### config.mk
export PLATFORM = sky130hd
export DESIGN_NAME = hilo_muldiv_unit
export DESIGN_NICKNAME = d
export VERILOG_FILES = /design/src/rtl/hilo_muldiv_pkg.sv /design/src/rtl/hilo_muldiv_unit_iter.sv /design/src/rtl/hilo_muldiv_unit.sv
export SDC_FILE = /design/constraint.sdc
export NUM_CORES = 1
export LEC_CHECK = 0
export CELL_PAD_IN_SITES_DETAIL_PLACEMENT = 1
export CELL_PAD_IN_SITES_GLOBAL_PLACEMENT = 2
export CORE_MARGIN = 4
export CORE_UTILIZATION = 37
export DETAILED_ROUTE_END_ITERATION = 8
export PLACE_DENSITY_LB_ADDON = 0.3
export REMOVE_ABC_BUFFERS = 1
export SLEW_MARGIN = 20
export SYNTH_ARGS = -nofsm -noshare
export SYNTH_HDL_FRONTEND = slang
export SYNTH_HIERARCHICAL = 1
export SYNTH_SLANG_ARGS = --single-unit
### constraint.sdc
create_clock -name clk -period 4.5 [get_ports clk]
set_input_delay 1.35 -clock clk [delete_from_list [all_inputs] [get_ports clk]]
set_output_delay 1.35 -clock clk [all_outputs]
set_load 0.005 [all_outputs]
### src/rtl/hilo_muldiv_pkg.sv
// Shared constants, op encodings and FSM states for the HI/LO multiply/divide unit.
package hilo_muldiv_pkg;

   localparam int XLEN  = 32;
   localparam int CNT_W = 5;

   localparam logic [1:0] MD_MULTU = 2'b00;
   localparam logic [1:0] MD_MULT  = 2'b01;
   localparam logic [1:0] MD_DIVU  = 2'b10;
   localparam logic [1:0] MD_DIV   = 2'b11;

   // Quotient returned for any divide by zero
   localparam logic [XLEN-1:0] DIV0_QUOT = '1;

   typedef enum logic [1:0] {
      IDLE,
      RUN,
      FIX
   } md_state_t;

endpackage

### src/rtl/hilo_muldiv_unit_iter.sv
// One iteration of the shift-add multiplier or the restoring divider on {hi,lo}.
module muldiv_iter
   import hilo_muldiv_pkg::*;
(
   input  logic            is_div,
   input  logic [XLEN-1:0] acc_hi,
   input  logic [XLEN-1:0] acc_lo,
   input  logic [XLEN-1:0] operand,
   output logic [XLEN-1:0] next_hi,
   output logic [XLEN-1:0] next_lo
);

   logic [XLEN:0] sum;
   logic [XLEN:0] rem_sh;

   // Multiply: add multiplicand into the upper half when the multiplier LSB is set, then shift right.
   // Divide: shift {rem,quo} left, keep the trial difference only when it does not borrow.
   always_comb begin
      sum     = {1'b0, acc_hi};
      rem_sh  = {acc_hi, acc_lo[XLEN-1]};
      next_hi = acc_hi;
      next_lo = acc_lo;
      if (is_div) begin
         if (rem_sh >= {1'b0, operand}) begin
            next_hi = rem_sh[XLEN-1:0] - operand;
            next_lo = {acc_lo[XLEN-2:0], 1'b1};
         end else begin
            next_hi = rem_sh[XLEN-1:0];
            next_lo = {acc_lo[XLEN-2:0], 1'b0};
         end
      end else begin
         if (acc_lo[0]) begin
            sum = {1'b0, acc_hi} + {1'b0, operand};
         end
         next_hi = sum[XLEN:1];
         next_lo = {sum[0], acc_lo[XLEN-1:1]};
      end
   end

endmodule

### src/rtl/hilo_muldiv_unit.sv
// Multi-cycle multiply/divide unit owning the HI/LO register pair, with mthi/mtlo writes.
module hilo_muldiv_unit
   import hilo_muldiv_pkg::*;
(
   input  logic            clk,
   input  logic            rst,
   input  logic            start,
   input  logic [1:0]      op,
   input  logic [XLEN-1:0] a,
   input  logic [XLEN-1:0] b,
   input  logic            mthi,
   input  logic            mtlo,
   input  logic [XLEN-1:0] wdata,
   output logic            busy,
   output logic            done,
   output logic [XLEN-1:0] hi,
   output logic [XLEN-1:0] lo
);

   md_state_t         state;
   md_state_t         state_next;
   logic [CNT_W-1:0]  cnt;
   logic [XLEN-1:0]   acc_hi;
   logic [XLEN-1:0]   acc_lo;
   logic [XLEN-1:0]   operand;
   logic [XLEN-1:0]   orig_a;
   logic              is_div;
   logic              neg_res;
   logic              neg_rem;
   logic              div_zero;
   logic [XLEN-1:0]   step_hi;
   logic [XLEN-1:0]   step_lo;
   logic              a_neg;
   logic              b_neg;
   logic [XLEN-1:0]   a_mag;
   logic [XLEN-1:0]   b_mag;
   logic [2*XLEN-1:0] prod_fix;
   logic [XLEN-1:0]   quo_fix;
   logic [XLEN-1:0]   rem_fix;
   logic              last_iter;

   assign last_iter = (cnt == CNT_W'(XLEN - 1));

   muldiv_iter u_iter (
      .is_div  (is_div),
      .acc_hi  (acc_hi),
      .acc_lo  (acc_lo),
      .operand (operand),
      .next_hi (step_hi),
      .next_lo (step_lo)
   );

   // Signed ops work on magnitudes; the signs are recorded for the final fix-up.
   always_comb begin
      a_neg = op[0] & a[XLEN-1];
      b_neg = op[0] & b[XLEN-1];
      a_mag = a_neg ? (~a + 1'b1) : a;
      b_mag = b_neg ? (~b + 1'b1) : b;
   end

   // Sign-corrected results presented to HI/LO in the FIX cycle.
   always_comb begin
      prod_fix = neg_res ? -{acc_hi, acc_lo} : {acc_hi, acc_lo};
      quo_fix  = neg_res ? -acc_lo : acc_lo;
      rem_fix  = neg_rem ? -acc_hi : acc_hi;
   end

   // State register.
   always_ff @(posedge clk) begin
      if (!rst) begin
         state <= IDLE;
      end else begin
         state <= state_next;
      end
   end

   // Next-state logic; busy covers every non-idle state.
   always_comb begin
      state_next = state;
      busy       = (state != IDLE);
      case (state)
         IDLE:    if (start) state_next = RUN;
         RUN:     if (last_iter) state_next = FIX;
         FIX:     state_next = IDLE;
         default: state_next = IDLE;
      endcase
   end

   // Operand capture, iteration datapath, HI/LO writes and the done pulse.
   always_ff @(posedge clk) begin
      if (!rst) begin
         cnt      <= '0;
         acc_hi   <= '0;
         acc_lo   <= '0;
         operand  <= '0;
         orig_a   <= '0;
         is_div   <= 1'b0;
         neg_res  <= 1'b0;
         neg_rem  <= 1'b0;
         div_zero <= 1'b0;
         hi       <= '0;
         lo       <= '0;
         done     <= 1'b0;
      end else begin
         done <= 1'b0;
         case (state)
            IDLE: begin
               if (start) begin
                  cnt      <= '0;
                  is_div   <= op[1];
                  neg_res  <= a_neg ^ b_neg;
                  neg_rem  <= a_neg;
                  orig_a   <= a;
                  div_zero <= (b == '0);
                  acc_hi   <= '0;
                  acc_lo   <= op[1] ? a_mag : b_mag;
                  operand  <= op[1] ? b_mag : a_mag;
               end else begin
                  if (mthi) hi <= wdata;
                  if (mtlo) lo <= wdata;
               end
            end
            RUN: begin
               acc_hi <= step_hi;
               acc_lo <= step_lo;
               cnt    <= cnt + 1'b1;
            end
            FIX: begin
               done <= 1'b1;
               if (is_div) begin
                  if (div_zero) begin
                     hi <= orig_a;
                     lo <= DIV0_QUOT;
                  end else begin
                     hi <= rem_fix;
                     lo <= quo_fix;
                  end
               end else begin
                  hi <= prod_fix[2*XLEN-1:XLEN];
                  lo <= prod_fix[XLEN-1:0];
               end
            end
            default: ;
         endcase
      end
   end

endmodule

==> summary.log, run 1 <==
qor: floorplan.design.die.area 52200 µm²
qor: pwr.p_total 6.46 mW
qor: floorplan.floorplan.core_area 47900 µm²
qor: yosys.postSynthCellCount 2499
qor: place.dpl.cell_count 3178
qor: sta.fmax 251 MHz
qor: finish.seq_area 4090 µm²
qor: worst_setup_path.rr_startpoint operand[1]
qor: place.dpl_cell_area 20500 µm²
qor: sta.period_minus_slack 3.98 ns
qor: finish.multi_input_area 12900 µm²
qor: floorplan.effective_utilization_at_floorplan 37.5%
qor: worst_setup_path.crit_type reg2reg
qor: sta.min_period_over_period 88.5%
qor: detailed_routing.drt_iter0_drc 2007
qor: clock_network.clk_path_buf_depth 3
qor: yosys.postSynthAreaPerCell 7.20 µm²
qor: finish.antenna_diode_count 0
qor: detailed_routing.route.detailed.wl_per_inst 27.3 µm
qor: sta.hold_viol 0
qor: sta.setup_tns 0 ns
qor: sta.max-slew-margin-rel 36.3%
qor: yosys.share_of_the_synthesized_area_in_compound_gates_ao_oa_aoi_oai 30.3%
qor: sta.worst_pin_slew 0.948 ns
qor: finish.synthesis_to_layout_area_growth 18.4%
qor: detailed_routing.vias_per_instance 6.43
qor: floorplan.floorplan.rows 80
qor: worst_setup_path.crit_path_start_kind flop
qor: place.place_ws 0.219 ns
qor: yosys.number_of_flops_mapped_to_enable_cells_by_yosys 0
qor: clock_network.clockRootBuffer sky130_fd_sc_hd__clkbuf_16
qor: clock_network.cts.sink_count 204
qor: yosys.synthDistinctLibCells 100
qor: yosys.netlist_area_before_placement 18000 µm²
qor: clock_network.cts_max_level 1
qor: run_status.run_status complete, no violations
qor: min_path.min_path_type reg2reg
qor: run.max_cap_violations 0
qor: yosys.yosys.area_share.simple 24.2%
qor: worst_setup_path.cp.required 4.99 ns
qor: detailed_routing.routed-via-count 20729
qor: yosys.muxShareOfSynthArea 4.19%
qor: place.place_congestion 0.985
qor: finish.fillers 5957
qor: worst_setup_path.reg2regPathDepth 14
qor: yosys.post_synthesis_sequential_area_ratio 22.7%
qor: pwr.power.static_leakage 8.19 nW
qor: global_route.antenna_found_initial 0
qor: worst_setup_path.critical_path.endpoint_type flop
qor: pwr.power_density 303 nW/µm²
qor: clock_network.post_cts_hold_fix_bufs 0
qor: yosys.ys.flop_type sky130_fd_sc_hd__dfxtp_1
qor: finish.post-route-cell-area 21300 µm²
qor: sta.rsz_0062_raised_after_global_routing no
qor: global_route.global_route.overflow_total 0
qor: yosys.post_synth_fa_ha_maj_area_fraction 5.09%
qor: worst_setup_path.cp_max_fo 18
qor: clock_network.numCtsBuffers 26
qor: min_path.holdPathStages 2
qor: clock_network.cts_setup_buffers 0
qor: clock_network.postCtsResizedCells 0
qor: place.portBuffers 168
qor: worst_setup_path.setup.worst_path.start operand[1]
qor: sta.setup_viol 0
qor: finish.finish.cell_count_without_fillers 3223
qor: sta.setup_ws 0.519 ns
qor: yosys.synth-xor-area-share 7.54%
qor: detailed_routing.final_antenna_net_count 0
qor: clock_network.cts_tree yes
qor: yosys.synthesis.yosys.warnings 6
qor: finish.design.final.nets 2766
qor: global_route.grt_start_max_net_pins 92
qor: place.place.detailed.hpwl 67200 µm
qor: floorplan.io_pins 169
qor: yosys.synthArstFlopShare 0%
qor: yosys.synth-seq-cells 204
qor: min_path.worst_hold_startpoint orig_a[6]
qor: sta.timing.final.max_slew_violations 0
qor: global_route.global_route_usage_over_all_layers 31.9%
qor: finish.layout-drive-gt1-share 8.78%
qor: pwr.vdd.ir_drop.worst 290 µV
qor: global_route.grt_pass1_vias 20398
qor: global_route.grt_first_pass_wirelength 131000 µm
qor: floorplan.chip_height 229 µm
qor: detailed_routing.wl 88100 µm
qor: detailed_routing.first_pass_iters 6
qor: clock_network.clkLatencyLatePin 0.57 ns
qor: detailed_routing.drc 0
qor: clock_network.clk_transition_reported_paths 0.06 ns
qor: worst_setup_path.worst_ep_arrival_time 4.47 ns
qor: sta.clock_skew 0.0140 ns
qor: yosys.largest_family_of_logic_cells_by_synthesized_area compound AO/OA/AOI/OAI gates
qor: floorplan.die-width 229 µm
kinds of logic after synthesis:
kind of cell,count (synthesis)
AND/OR/NAND/NOR,899
AO/OA/AOI/OAI,824
buffers and inverters,274
flip-flops,204
XOR/XNOR,155
adder cells (fa/ha/maj),72
multiplexers,71
worst max-delay path: stages (launching register included):
cell                       delay [ns]
sky130_fd_sc_hd__dfxtp_1         0.44
sky130_fd_sc_hd__inv_1           0.11
sky130_fd_sc_hd__ha_1            0.30
sky130_fd_sc_hd__nor2b_1         0.14
sky130_fd_sc_hd__o21ai_0         0.41
sky130_fd_sc_hd__a21oi_2         0.16
sky130_fd_sc_hd__o31ai_1         0.53
sky130_fd_sc_hd__nand2_1         0.26
sky130_fd_sc_hd__a31oi_4         0.48
sky130_fd_sc_hd__buf_4           0.33
sky130_fd_sc_hd__nor4bb_1        0.09
sky130_fd_sc_hd__mux2_2          0.28
sky130_fd_sc_hd__o22ai_1         0.16
sky130_fd_sc_hd__nand2_1         0.08
sky130_fd_sc_hd__a21oi_1         0.14
layout by cell type (no fill, tap or decap), drive strengths merged, types with 11 or more instances in the layout:
| master | count |
|---|---|
| nand2 | 297 |
| a21oi | 279 |
| dfxtp | 204 |
| nor2 | 195 |
| clkdlybuf4s50 | 167 |
| o21ai | 127 |
| xnor2 | 104 |
| buf | 92 |
| nand3 | 89 |
| inv | 75 |
| nor3 | 71 |
| ha | 70 |
| xor2 | 51 |
| a31oi | 50 |
| a211oi | 38 |
| o221ai | 36 |
| mux2i | 36 |
| nor4 | 36 |
| clkbuf | 36 |
| a21o | 35 |
| mux2 | 35 |
| and3 | 31 |
| or4 | 29 |
| o31ai | 28 |
| a22oi | 26 |
| nor2b | 26 |
| nand4 | 25 |
| and2 | 24 |
| o211ai | 22 |
| or3 | 20 |
| o22ai | 20 |
| a221oi | 17 |
| o41ai | 14 |
| nand2b | 13 |
| or2 | 11 |
sequential cells by signal (all words and copies together) (netlist names):
register  count
acc_hi       32
acc_lo       32
cnt           5
div_zero      1
done          1
hi           32
is_div        1
lo           32
neg_rem       1
neg_res       1
operand      32
orig_a       32
state         2
final cells by class:
cell class,instances,share of cell area (%)
clock buffer,36,3.56
clock inverter,9,0.370
inverter,79,1.40
multi-input combinational,2021,60.5
sequential,204,19.2
tap,615,3.61
timing repair buffer,259,11.3
cells in the mapped netlist (9+ instances only):
cell | number | area (µm²)
sky130_fd_sc_hd__a21oi_1 | 277 | 1390
sky130_fd_sc_hd__o21a_1 | 10 | 75.1
sky130_fd_sc_hd__and2_1 | 24 | 150
sky130_fd_sc_hd__o41ai_1 | 12 | 105
sky130_fd_sc_hd__nor2_1 | 195 | 732
sky130_fd_sc_hd__and3_1 | 31 | 194
sky130_fd_sc_hd__nand2_1 | 297 | 1110
sky130_fd_sc_hd__xnor2_1 | 104 | 911
sky130_fd_sc_hd__xor2_1 | 51 | 447
sky130_fd_sc_hd__nand2b_1 | 13 | 81.3
sky130_fd_sc_hd__o21ai_0 | 122 | 611
sky130_fd_sc_hd__nand3_1 | 88 | 440
sky130_fd_sc_hd__inv_1 | 75 | 282
sky130_fd_sc_hd__mux2_2 | 34 | 383
sky130_fd_sc_hd__a221oi_1 | 16 | 140
sky130_fd_sc_hd__or3_1 | 20 | 125
sky130_fd_sc_hd__or2_2 | 9 | 56.3
sky130_fd_sc_hd__nor3_1 | 69 | 345
sky130_fd_sc_hd__a31oi_1 | 49 | 307
sky130_fd_sc_hd__o21bai_1 | 9 | 67.6
sky130_fd_sc_hd__a41oi_1 | 10 | 87.6
sky130_fd_sc_hd__nor4_1 | 34 | 213
sky130_fd_sc_hd__a311oi_1 | 9 | 78.8
sky130_fd_sc_hd__a211oi_1 | 35 | 263
sky130_fd_sc_hd__mux2i_1 | 36 | 360
sky130_fd_sc_hd__nor2b_1 | 26 | 163
sky130_fd_sc_hd__ha_1 | 70 | 876
sky130_fd_sc_hd__a22oi_1 | 26 | 195
sky130_fd_sc_hd__clkbuf_1 | 174 | 653
sky130_fd_sc_hd__nand4_1 | 25 | 156
sky130_fd_sc_hd__a21o_1 | 35 | 263
sky130_fd_sc_hd__o31ai_1 | 26 | 195
sky130_fd_sc_hd__or4_1 | 29 | 218
sky130_fd_sc_hd__o221ai_1 | 36 | 315
sky130_fd_sc_hd__o22ai_1 | 20 | 125
sky130_fd_sc_hd__o211ai_1 | 21 | 158
sky130_fd_sc_hd__dfxtp_1 | 204 | 4080
path summary, 6_finish.rpt:
path	endpoint	slack [ns]
hold / removal	orig_a[6]	0.46
setup reg to reg	acc_hi[30]	0.52
hold reg to reg	orig_a[6]	0.46
setup / recovery	acc_hi[30]	0.52
power breakdown:
part	leakage (nW)	internal [mW]	switching [mW]
Sequential	1.67	1.92	0.170
Combinational	6.11	0.834	1.42
Clock	0.411	1.23	0.890
Total	8.19	3.98	2.48
metal layers:
layer	track usage [%]	part of all wire, %
met1	44.9	45
met2	49.4	44
met3	5.87	8.0
met4	10.3	3.7
met5	0	0
per-stage QoR:
| stage | hold slack, ns | util, % |
|---|---|---|
| floorplan | 0.433 | - |
| global placement | 0.441 | 42.7 |
| detailed placement | 0.451 | 42.7 |
| CTS | 0.461 | 44.4 |
| global route | 0.484 | 44.4 |
| finish | 0.456 | 44.4 |
No activity file was read; power rests on OpenSTA's default activity.
==> run 2: changes to the inputs <==
- ABC_AREA: default -> 1
- CORE_UTILIZATION: 37 -> 33
- PLACE_DENSITY: default -> 0.95
- PLACE_DENSITY_LB_ADDON: 0.3 -> default
==> summary.log, run 2 <==
qor: worst_setup_path.reg2regPathDepth 16 [was 14]
qor: finish.antenna_diode_count 0 [unchanged]
qor: floorplan.design.die.area 65500 µm² [was 52200 µm²]
qor: run_status.run_status complete, no violations [unchanged]
qor: finish.layout.core_utilization 39.0% [was 44.4%]
qor: floorplan.die-width 256 µm [was 229 µm]
qor: yosys.number_of_flops_mapped_to_enable_cells_by_yosys 0 [unchanged]
qor: clock_network.clockRootBuffer sky130_fd_sc_hd__clkbuf_16 [unchanged]
qor: sta.min_period_over_period 69.8% [was 88.5%]
qor: yosys.post_synthesis_sequential_area_ratio 20.1% [was 22.7%]
qor: worst_setup_path.crit_path_start_kind flop [unchanged]
qor: pwr.power_density 323 nW/µm² [was 303 nW/µm²]
qor: sta.final_hold_slack 0.459 ns [was 0.456 ns]
qor: clock_network.clk_path_buf_depth 3 [unchanged]
qor: worst_setup_path.worstReg2RegEnd acc_hi[29] [was acc_hi[30]]
qor: clock_network.cts_max_level 1 [unchanged]
qor: finish.fillers 8423 [was 5957]
qor: sta.period_minus_slack 3.14 ns [was 3.98 ns]
qor: detailed_routing.wl 97300 µm [was 88100 µm]
qor: yosys.yosys.area.top_type_share 21.9% [was 22.7%]
qor: global_route.global_route.overflow_total 0 [unchanged]
qor: global_route.grt_pass1_vias 23862 [was 20398]
qor: yosys.postSynthCellCount 3683 [was 2499]
qor: clock_network.cts_setup_buffers 0 [unchanged]
qor: pwr.vdd.ir_drop.worst 270 µV [was 290 µV]
qor: worst_setup_path.rr_startpoint operand[6] [was operand[1]]
qor: yosys.synthArstFlopShare 0% [unchanged]
qor: floorplan.floorplan.rows 90 [was 80]
qor: sta.max-slew-margin-rel 26.0% [was 36.3%]
qor: clock_network.postCtsResizedCells 0 [unchanged]
qor: clock_network.post_cts_hold_fix_bufs 0 [unchanged]
qor: sta.clock_skew 0.0188 ns [was 0.0140 ns]
qor: detailed_routing.drc 0 [unchanged]
qor: worst_setup_path.rrSetupSlack 1.36 ns [was 0.52 ns]
qor: sta.rsz_0062_raised_after_global_routing no [unchanged]
qor: clock_network.clkLatencyLatePin 0.57 ns [about the same]
qor: detailed_routing.route.detailed.wl_per_inst 21.2 µm [was 27.3 µm]
qor: detailed_routing.vias_per_instance 5.43 [was 6.43]
qor: finish.post-route-cell-area 23600 µm² [was 21300 µm²]
qor: yosys.synthesis.yosys.warnings 6 [unchanged]
qor: sta.hold_viol 0 [unchanged]
qor: floorplan.floorplan.core_area 60600 µm² [was 47900 µm²]
qor: detailed_routing.first_pass_iters 5 [was 6]
qor: sta.setup_viol 0 [unchanged]
qor: yosys.yosys.cell_count.top_type sky130_fd_sc_hd__nand2_1 [unchanged]
qor: min_path.capture_endpoint_of_the_worst_hold_path orig_a[28] [was orig_a[6]]
qor: finish.final_cell_mix sky130_fd_sc_hd__nand2_1, sky130_fd_sc_hd__inv_1, sky130_fd_sc_hd__nor2_1 [was sky130_fd_sc_hd__nand2_1, sky130_fd_sc_hd__a21oi_1, sky130_fd_sc_hd__dfxtp_1]
qor: pwr.p_total 7.63 mW [was 6.46 mW]
qor: yosys.synthDistinctLibCells 54 [was 100]
qor: yosys.synthDominantAreaCellType sky130_fd_sc_hd__nand2_1 [was sky130_fd_sc_hd__dfxtp_1]
qor: min_path.min_path_type reg2reg [unchanged]
qor: place.place.detailed.hpwl 78100 µm [was 67200 µm]
qor: yosys.synth.top_cells.by_area sky130_fd_sc_hd__nand2_1, sky130_fd_sc_hd__dfxtp_1, sky130_fd_sc_hd__inv_1, sky130_fd_sc_hd__nand3_1, sky130_fd_sc_hd__a21oi_1 [was sky130_fd_sc_hd__dfxtp_1, sky130_fd_sc_hd__a21oi_1, sky130_fd_sc_hd__nand2_1, sky130_fd_sc_hd__xnor2_1, sky130_fd_sc_hd__ha_1]
qor: worst_setup_path.cp.required 4.91 ns [was 4.99 ns]
qor: finish.synthesis_to_layout_area_growth 16.6% [was 18.4%]
qor: finish.layout-drive-gt1-share 5.21% [was 8.78%]
qor: place.dpl_cell_area 22800 µm² [was 20500 µm²]
qor: pwr.power.static_leakage 11.9 nW [was 8.19 nW]
qor: global_route.global_route_usage_over_all_layers 28.3% [was 31.9%]
qor: global_route.grt_first_pass_wirelength 146000 µm [was 131000 µm]
qor: yosys.ys.flop_type sky130_fd_sc_hd__dfxtp_1 [unchanged]
qor: worst_setup_path.critical_path.endpoint_type flop [unchanged]
qor: clock_network.cts.sink_count 204 [unchanged]
qor: worst_setup_path.worst_ep_arrival_time 3.55 ns [was 4.47 ns]
qor: run.max_cap_violations 0 [unchanged]
qor: global_route.antenna_found_initial 0 [unchanged]
qor: sta.worst_pin_slew 1.11 ns [was 0.948 ns]
qor: global_route.grt_start_max_net_pins 99 [was 92]
qor: yosys.synth_top_cells_by_count sky130_fd_sc_hd__nand2_1, sky130_fd_sc_hd__inv_1, sky130_fd_sc_hd__nor2_1 [was sky130_fd_sc_hd__nand2_1, sky130_fd_sc_hd__a21oi_1, sky130_fd_sc_hd__dfxtp_1]
qor: clock_network.cts_tree yes [unchanged]
qor: floorplan.chip_height 256 µm [was 229 µm]
qor: clock_network.clk_transition_reported_paths 0.06 ns [about the same]
qor: place.place_congestion 1.00 [was 0.985]
qor: sta.setup_tns 0 ns [unchanged]
qor: detailed_routing.drt_iter0_drc 2226 [was 2007]
qor: detailed_routing.final_antenna_net_count 0 [unchanged]
qor: finish.design.final.nets 3971 [was 2766]
qor: sta.timing.final.max_slew_violations 0 [unchanged]
qor: floorplan.effective_utilization_at_floorplan 33.5% [was 37.5%]
qor: worst_setup_path.cp_max_fo 31 [was 18]
qor: yosys.postSynthAreaPerCell 5.50 µm² [was 7.20 µm²]
qor: yosys.synth-seq-cells 204 [unchanged]
qor: yosys.netlist_area_before_placement 20300 µm² [was 18000 µm²]
qor: min_path.worst_hold_startpoint orig_a[28] [was orig_a[6]]
qor: clock_network.numCtsBuffers 26 [unchanged]
qor: place.portBuffers 168 [unchanged]
qor: worst_setup_path.crit_type reg2reg [unchanged]
qor: sta.fmax 318 MHz [was 251 MHz]
qor: floorplan.io_pins 169 [unchanged]
qor: finish.final_common_cell sky130_fd_sc_hd__nand2_1 [unchanged]
qor: min_path.holdPathStages 2 [unchanged]
qor: detailed_routing.routed-via-count 24983 [was 20729]
## run 2: changes by cell type in the layout (fill, tap and decap cells not counted), moves of 32 or more
cell and change:
sky130_fd_sc_hd__mux2i_1 -36, sky130_fd_sc_hd__nor2_1 +143, sky130_fd_sc_hd__inv_1 +452, sky130_fd_sc_hd__a211oi_1 -34
sky130_fd_sc_hd__nand3_1 +228, sky130_fd_sc_hd__nor3_1 -54, sky130_fd_sc_hd__a21o_1 -34, sky130_fd_sc_hd__o21ai_0 +126
sky130_fd_sc_hd__xnor2_1 -74, sky130_fd_sc_hd__o221ai_1 -32, sky130_fd_sc_hd__a31oi_1 -42, sky130_fd_sc_hd__mux2_2 -34
sky130_fd_sc_hd__nand2_1 +884
## run 2: stage by stage
stage / worst slack, ns / std cells
2_1_floorplan: -0.889 / 3541
3_3_place_gp: 0.920 / 4550
3_5_place_dp: 0.848 / 4550
4_1_cts: 1.39 / 4598
5_1_grt: 1.11 / 4598
6_report: 1.36 / 4598
## run 2: worst max path at each step
stage | depth (start not counted) | slack (ns) | endpoint | start
6_report | 16 | 1.36 | acc_hi[29] | operand[6]
5_1_grt | 16 | 1.11 | acc_hi[29] | operand[12]
4_1_cts | 13 | 1.39 | acc_lo[30] | b[0]
3_5_place_dp | 13 | 0.85 | acc_lo[30] | b[0]
3_3_place_gp | 9 | 0.92 | operand[21] | b[31]
2_1_floorplan | 7 | -0.89 | acc_lo[26] | start
## run 2: worst max-delay path, cell delays in order (launching register included)
cell and delay (ns):
sky130_fd_sc_hd__dfxtp_1 0.61, sky130_fd_sc_hd__inv_1 0.11, sky130_fd_sc_hd__ha_1 0.39, sky130_fd_sc_hd__nand2_1 0.13, sky130_fd_sc_hd__nor2_1 0.19, sky130_fd_sc_hd__nand2_1 0.16
sky130_fd_sc_hd__nor2_1 0.16, sky130_fd_sc_hd__nand2_2 0.08, sky130_fd_sc_hd__nor2_4 0.10, sky130_fd_sc_hd__nor2_4 0.07, sky130_fd_sc_hd__nand2_8 0.06, sky130_fd_sc_hd__buf_4 0.35
sky130_fd_sc_hd__nand3_2 0.18, sky130_fd_sc_hd__nand2_1 0.15, sky130_fd_sc_hd__nand2_1 0.07, sky130_fd_sc_hd__nand2_1 0.07, sky130_fd_sc_hd__a21oi_1 0.08
## run 2: layout make-up
type | count | area (µm²) | area share [%]
clock buffers | 34 | 711 | 3.01
clock inverters | 14 | 166 | 0.704
inverters | 537 | 2020 | 8.53
multi-input cells | 2800 | 13500 | 57.3
flip-flops and latches | 204 | 4090 | 17.3
well taps | 782 | 978 | 4.14
repair buffers | 227 | 2130 | 9.03
## run 2: cells by family after synthesis
kind of cell / after synthesis / share of synthesized area [%]
and+or+nand+nor: 1999 / 41.5
buffers and inverters: 679 / 13.2
AOI/OAI and AO/OA: 648 / 17.1
DFF: 204 / 20.1
xor gates and xnor gates: 81 / 3.50
adders and majority gates: 72 / 4.52
## run 2: report_power, final
part | internal [mW] | switching (mW) | leakage [nW]
Combinational | 1.05 | 2.17 | 9.77
Clock | 1.29 | 0.936 | 0.433
Sequential | 1.95 | 0.238 | 1.68
Total | 4.29 | 3.34 | 11.9
## run 2: layer usage
metal	part of all wire, %	vias to the layer above	global-route usage [%]
met4	3.1	0	7.66
met2	43	960	43.7
met1	46	11953	41.7
met5	0	-	0
li1	-	11938	-
met3	7.9	132	3.16
==> run 3: changes to the inputs <==
- CORE_UTILIZATION: 33 -> 31
- PLACE_DENSITY: 0.95 -> 0.92
- clock period: 4.5 -> 3.3 ns (I/O delays scaled with it)
==> summary.log, run 3 (same netlist as run 2, synthesis figures left out) <==
qor: min_path.worst_hold_startpoint orig_a[21] [was orig_a[28]]
qor: clock_network.cts_max_level 1 [unchanged]
qor: run.max_cap_violations 0 [unchanged]
qor: clock_network.postCtsResizedCells 0 [unchanged]
qor: place.portBuffers 168 [unchanged]
qor: clock_network.cts_setup_buffers 0 [unchanged]
qor: sta.min_period_over_period 91.2% [was 69.8%]
qor: detailed_routing.vias_per_instance 5.34 [was 5.43]
qor: clock_network.clkLatencyLatePin 0.60 ns [was 0.57 ns]
qor: clock_network.cts_tree yes [unchanged]
qor: detailed_routing.wl 101000 µm [was 97300 µm]
qor: worst_setup_path.cp.required 3.73 ns [was 4.91 ns]
qor: floorplan.chip_height 264 µm [was 256 µm]
qor: floorplan.design.die.area 69500 µm² [was 65500 µm²]
qor: global_route.grt_pass1_vias 24411 [was 23862]
qor: worst_setup_path.crit_path_start_kind flop [unchanged]
qor: clock_network.numCtsBuffers 26 [unchanged]
qor: pwr.vdd.ir_drop.worst 396 µV [was 270 µV]
qor: sta.timing.final.max_slew_violations 0 [unchanged]
qor: sta.worst_pin_slew 0.992 ns [was 1.11 ns]
qor: worst_setup_path.critical_path.cell_chain inv_1 > ha_1 > nand2_1 > nor2_2 > nand2_1 > nor2_2 > nand2_2 > nor2_4 > nor2_4 > nand2_8 > buf_4 > nand2_1 > nand3_1 > nand2_1 > nand2_1 > a21oi_1 [was inv_1 > ha_1 > nand2_1 > nor2_1 > nand2_1 > nor2_1 > nand2_2 > nor2_4 > nor2_4 > nand2_8 > buf_4 > nand3_2 > nand2_1 > nand2_1 > nand2_1 > a21oi_1]
qor: pwr.p_total 10.5 mW [was 7.63 mW]
qor: detailed_routing.drt_iter0_drc 2240 [was 2226]
qor: clock_network.clk_transition_reported_paths 0.06 ns [about the same]
qor: floorplan.floorplan.core_area 64600 µm² [was 60600 µm²]
qor: finish.final_common_cell sky130_fd_sc_hd__nand2_1 [unchanged]
qor: detailed_routing.route.detailed.wl_per_inst 21.4 µm [was 21.2 µm]
qor: finish.design.final.nets 4044 [was 3971]
qor: detailed_routing.first_pass_iters 6 [was 5]
qor: pwr.power_density 431 nW/µm² [was 323 nW/µm²]
qor: clock_network.post_cts_hold_fix_bufs 0 [unchanged]
qor: global_route.grt_start_max_net_pins 111 [was 99]
qor: clock_network.cts.sink_count 204 [unchanged]
qor: global_route.grt_first_pass_wirelength 151000 µm [was 146000 µm]
qor: detailed_routing.final_antenna_net_count 0 [unchanged]
qor: sta.max-slew-margin-rel 33.8% [was 26.0%]
qor: floorplan.effective_utilization_at_floorplan 31.4% [was 33.5%]
qor: pwr.clock_power_share 28.2% [was 29.2%]
qor: pwr.power.share.combinational 44.1% [was 42.2%]
qor: sta.hold_viol 0 [unchanged]
qor: floorplan.die-width 264 µm [was 256 µm]
qor: worst_setup_path.rr_startpoint operand[11] [was operand[6]]
qor: clock_network.clk_path_buf_depth 3 [unchanged]
qor: worst_setup_path.worstPathBufferInverterCount 2 [unchanged]
qor: global_route.antenna_found_initial 6 [was 0]
qor: worst_setup_path.crit_type reg2reg [unchanged]
qor: min_path.min_path_type reg2reg [unchanged]
qor: sta.rsz_0062_raised_after_global_routing no [unchanged]
qor: worst_setup_path.setup.worst_path.start operand[11] [was operand[6]]
qor: finish.layout.core_utilization 37.7% [was 39.0%]
qor: worst_setup_path.critical_path.endpoint_type flop [unchanged]
qor: worst_setup_path.cpMostUsedCell sky130_fd_sc_hd__nand2_1 [unchanged]
qor: finish.layout-drive-gt1-share 6.95% [was 5.21%]
qor: pwr.p_switching 4.62 mW [was 3.34 mW]
qor: pwr.power.static_leakage 12.3 nW [was 11.9 nW]
qor: global_route.global_route.overflow_total 0 [unchanged]
qor: worst_setup_path.cp_max_fo 31 [unchanged]
qor: sta.period_minus_slack 3.01 ns [was 3.14 ns]
qor: detailed_routing.drc 0 [unchanged]
qor: global_route.global_route_usage_over_all_layers 27.8% [was 28.3%]
qor: floorplan.floorplan.rows 93 [was 90]
qor: detailed_routing.routed-via-count 25323 [was 24983]
qor: worst_setup_path.peak_per_stage_delay_on_the_critical_path 0.57 ns [was 0.61 ns]
qor: worst_setup_path.worst_ep_arrival_time 3.44 ns [was 3.55 ns]
qor: finish.fillers 8886 [was 8423]
qor: finish.final_cell_mix sky130_fd_sc_hd__nand2_1, sky130_fd_sc_hd__inv_1, sky130_fd_sc_hd__nor2_1 [unchanged]
qor: clock_network.clockRootBuffer sky130_fd_sc_hd__clkbuf_16 [unchanged]
qor: sta.fmax 332 MHz [was 318 MHz]
qor: run_status.run_status complete, no violations [unchanged]
qor: floorplan.io_pins 169 [unchanged]
qor: finish.synthesis_to_layout_area_growth 20.0% [was 16.6%]
qor: sta.setup_viol 0 [unchanged]
qor: place.place.detailed.hpwl 82800 µm [was 78100 µm]
qor: sta.clock_skew 0.0340 ns [was 0.0188 ns]
qor: worst_setup_path.worst_path_max_delay_cell sky130_fd_sc_hd__dfxtp_1 [unchanged]
qor: worst_setup_path.path_delay_family simple AND/OR/NAND/NOR gates [unchanged]
qor: pwr.power.share.sequential 27.7% [was 28.6%]
qor: pwr.power.internal 5.87 mW [was 4.29 mW]
qor: place.place_congestion 0.996 [was 1.00]
qor: pwr.switching_share 44.1% [was 43.8%]
qor: sta.final_hold_slack 0.458 ns [was 0.459 ns]
run 3: cell count changes in the layout (fill, tap and decap cells not counted), moves of 2 or more:
cell / change
sky130_fd_sc_hd__buf_4: +68
sky130_fd_sc_hd__clkinv_2: -3
sky130_fd_sc_hd__diode_2: +4
sky130_fd_sc_hd__buf_12: +5
sky130_fd_sc_hd__clkbuf_1: -2
run 3: routing by layer:
layer / vias to the layer above / global-route usage (%) / routed length [µm]
li1: 12101 / - / -
met1: 12179 / 39.5 / 46000
met2: 893 / 44.0 / 44400
met3: 142 / 4.28 / 7880
met4: 8 / 7.13 / 3190
met5: - / 0 / 60
run 3: path summary, 6_finish.rpt:
kind	end	slack [ns]	cells after the start
setup / recovery	acc_hi[6]	0.29	16
hold / removal	orig_a[21]	0.46	2
setup reg to reg	acc_hi[6]	0.29	16
hold reg to reg	orig_a[21]	0.46	2
run 3: final cells by class:
class	count	area [µm²]	area share, %
Timing Repair Buffer	300	2750	11.3
Inverter	537	2020	8.28
Tap cell	855	1070	4.40
Antenna cell	4	10.0	0.0411
Clock buffer	33	717	2.95
Sequential cell	204	4090	16.8
Clock inverter	11	143	0.586
Multi-Input combinational cell	2800	13500	55.7
run 3: worst reg2reg max path, cell delays in order, from the launching register on:
cell and delay, ns:
sky130_fd_sc_hd__dfxtp_1 0.57, sky130_fd_sc_hd__inv_1 0.10, sky130_fd_sc_hd__ha_1 0.38, sky130_fd_sc_hd__nand2_1 0.14, sky130_fd_sc_hd__nor2_2 0.21, sky130_fd_sc_hd__nand2_1 0.13, sky130_fd_sc_hd__nor2_2 0.15, sky130_fd_sc_hd__nand2_2 0.08
sky130_fd_sc_hd__nor2_4 0.10, sky130_fd_sc_hd__nor2_4 0.07, sky130_fd_sc_hd__nand2_8 0.08, sky130_fd_sc_hd__buf_4 0.35, sky130_fd_sc_hd__nand2_1 0.17, sky130_fd_sc_hd__nand3_1 0.10, sky130_fd_sc_hd__nand2_1 0.08, sky130_fd_sc_hd__nand2_1 0.07
sky130_fd_sc_hd__a21oi_1 0.07
run 3: power groups by stage:
stage / sequential (mW) / combinational [mW] / clock, mW
global route: 2.92 / 5.07 / 3.08
global placement: 2.94 / 4.44 / 0
CTS: 2.90 / 4.53 / 3.00
floorplan: 2.88 / 2.71 / 0
finish: 2.91 / 4.63 / 2.96
detailed placement: 2.95 / 4.50 / 0
run 3: per-stage QoR:
| stage | setup WS, ns | area [µm²] | setup TNS (ns) | instances |
|---|---|---|---|---|
| after global routing | 0.130 | 24300 | 0 | 4740 |
| after global placement | 0.113 | 23500 | 0 | 4696 |
| after detailed placement | 0.0644 | 23500 | 0 | 4696 |
| after floorplan | -1.73 | 19600 | -156.15 | 3541 |
| final | 0.291 | 24300 | 0 | 4744 |
| after CTS | 0.334 | 24300 | 0 | 4740 |
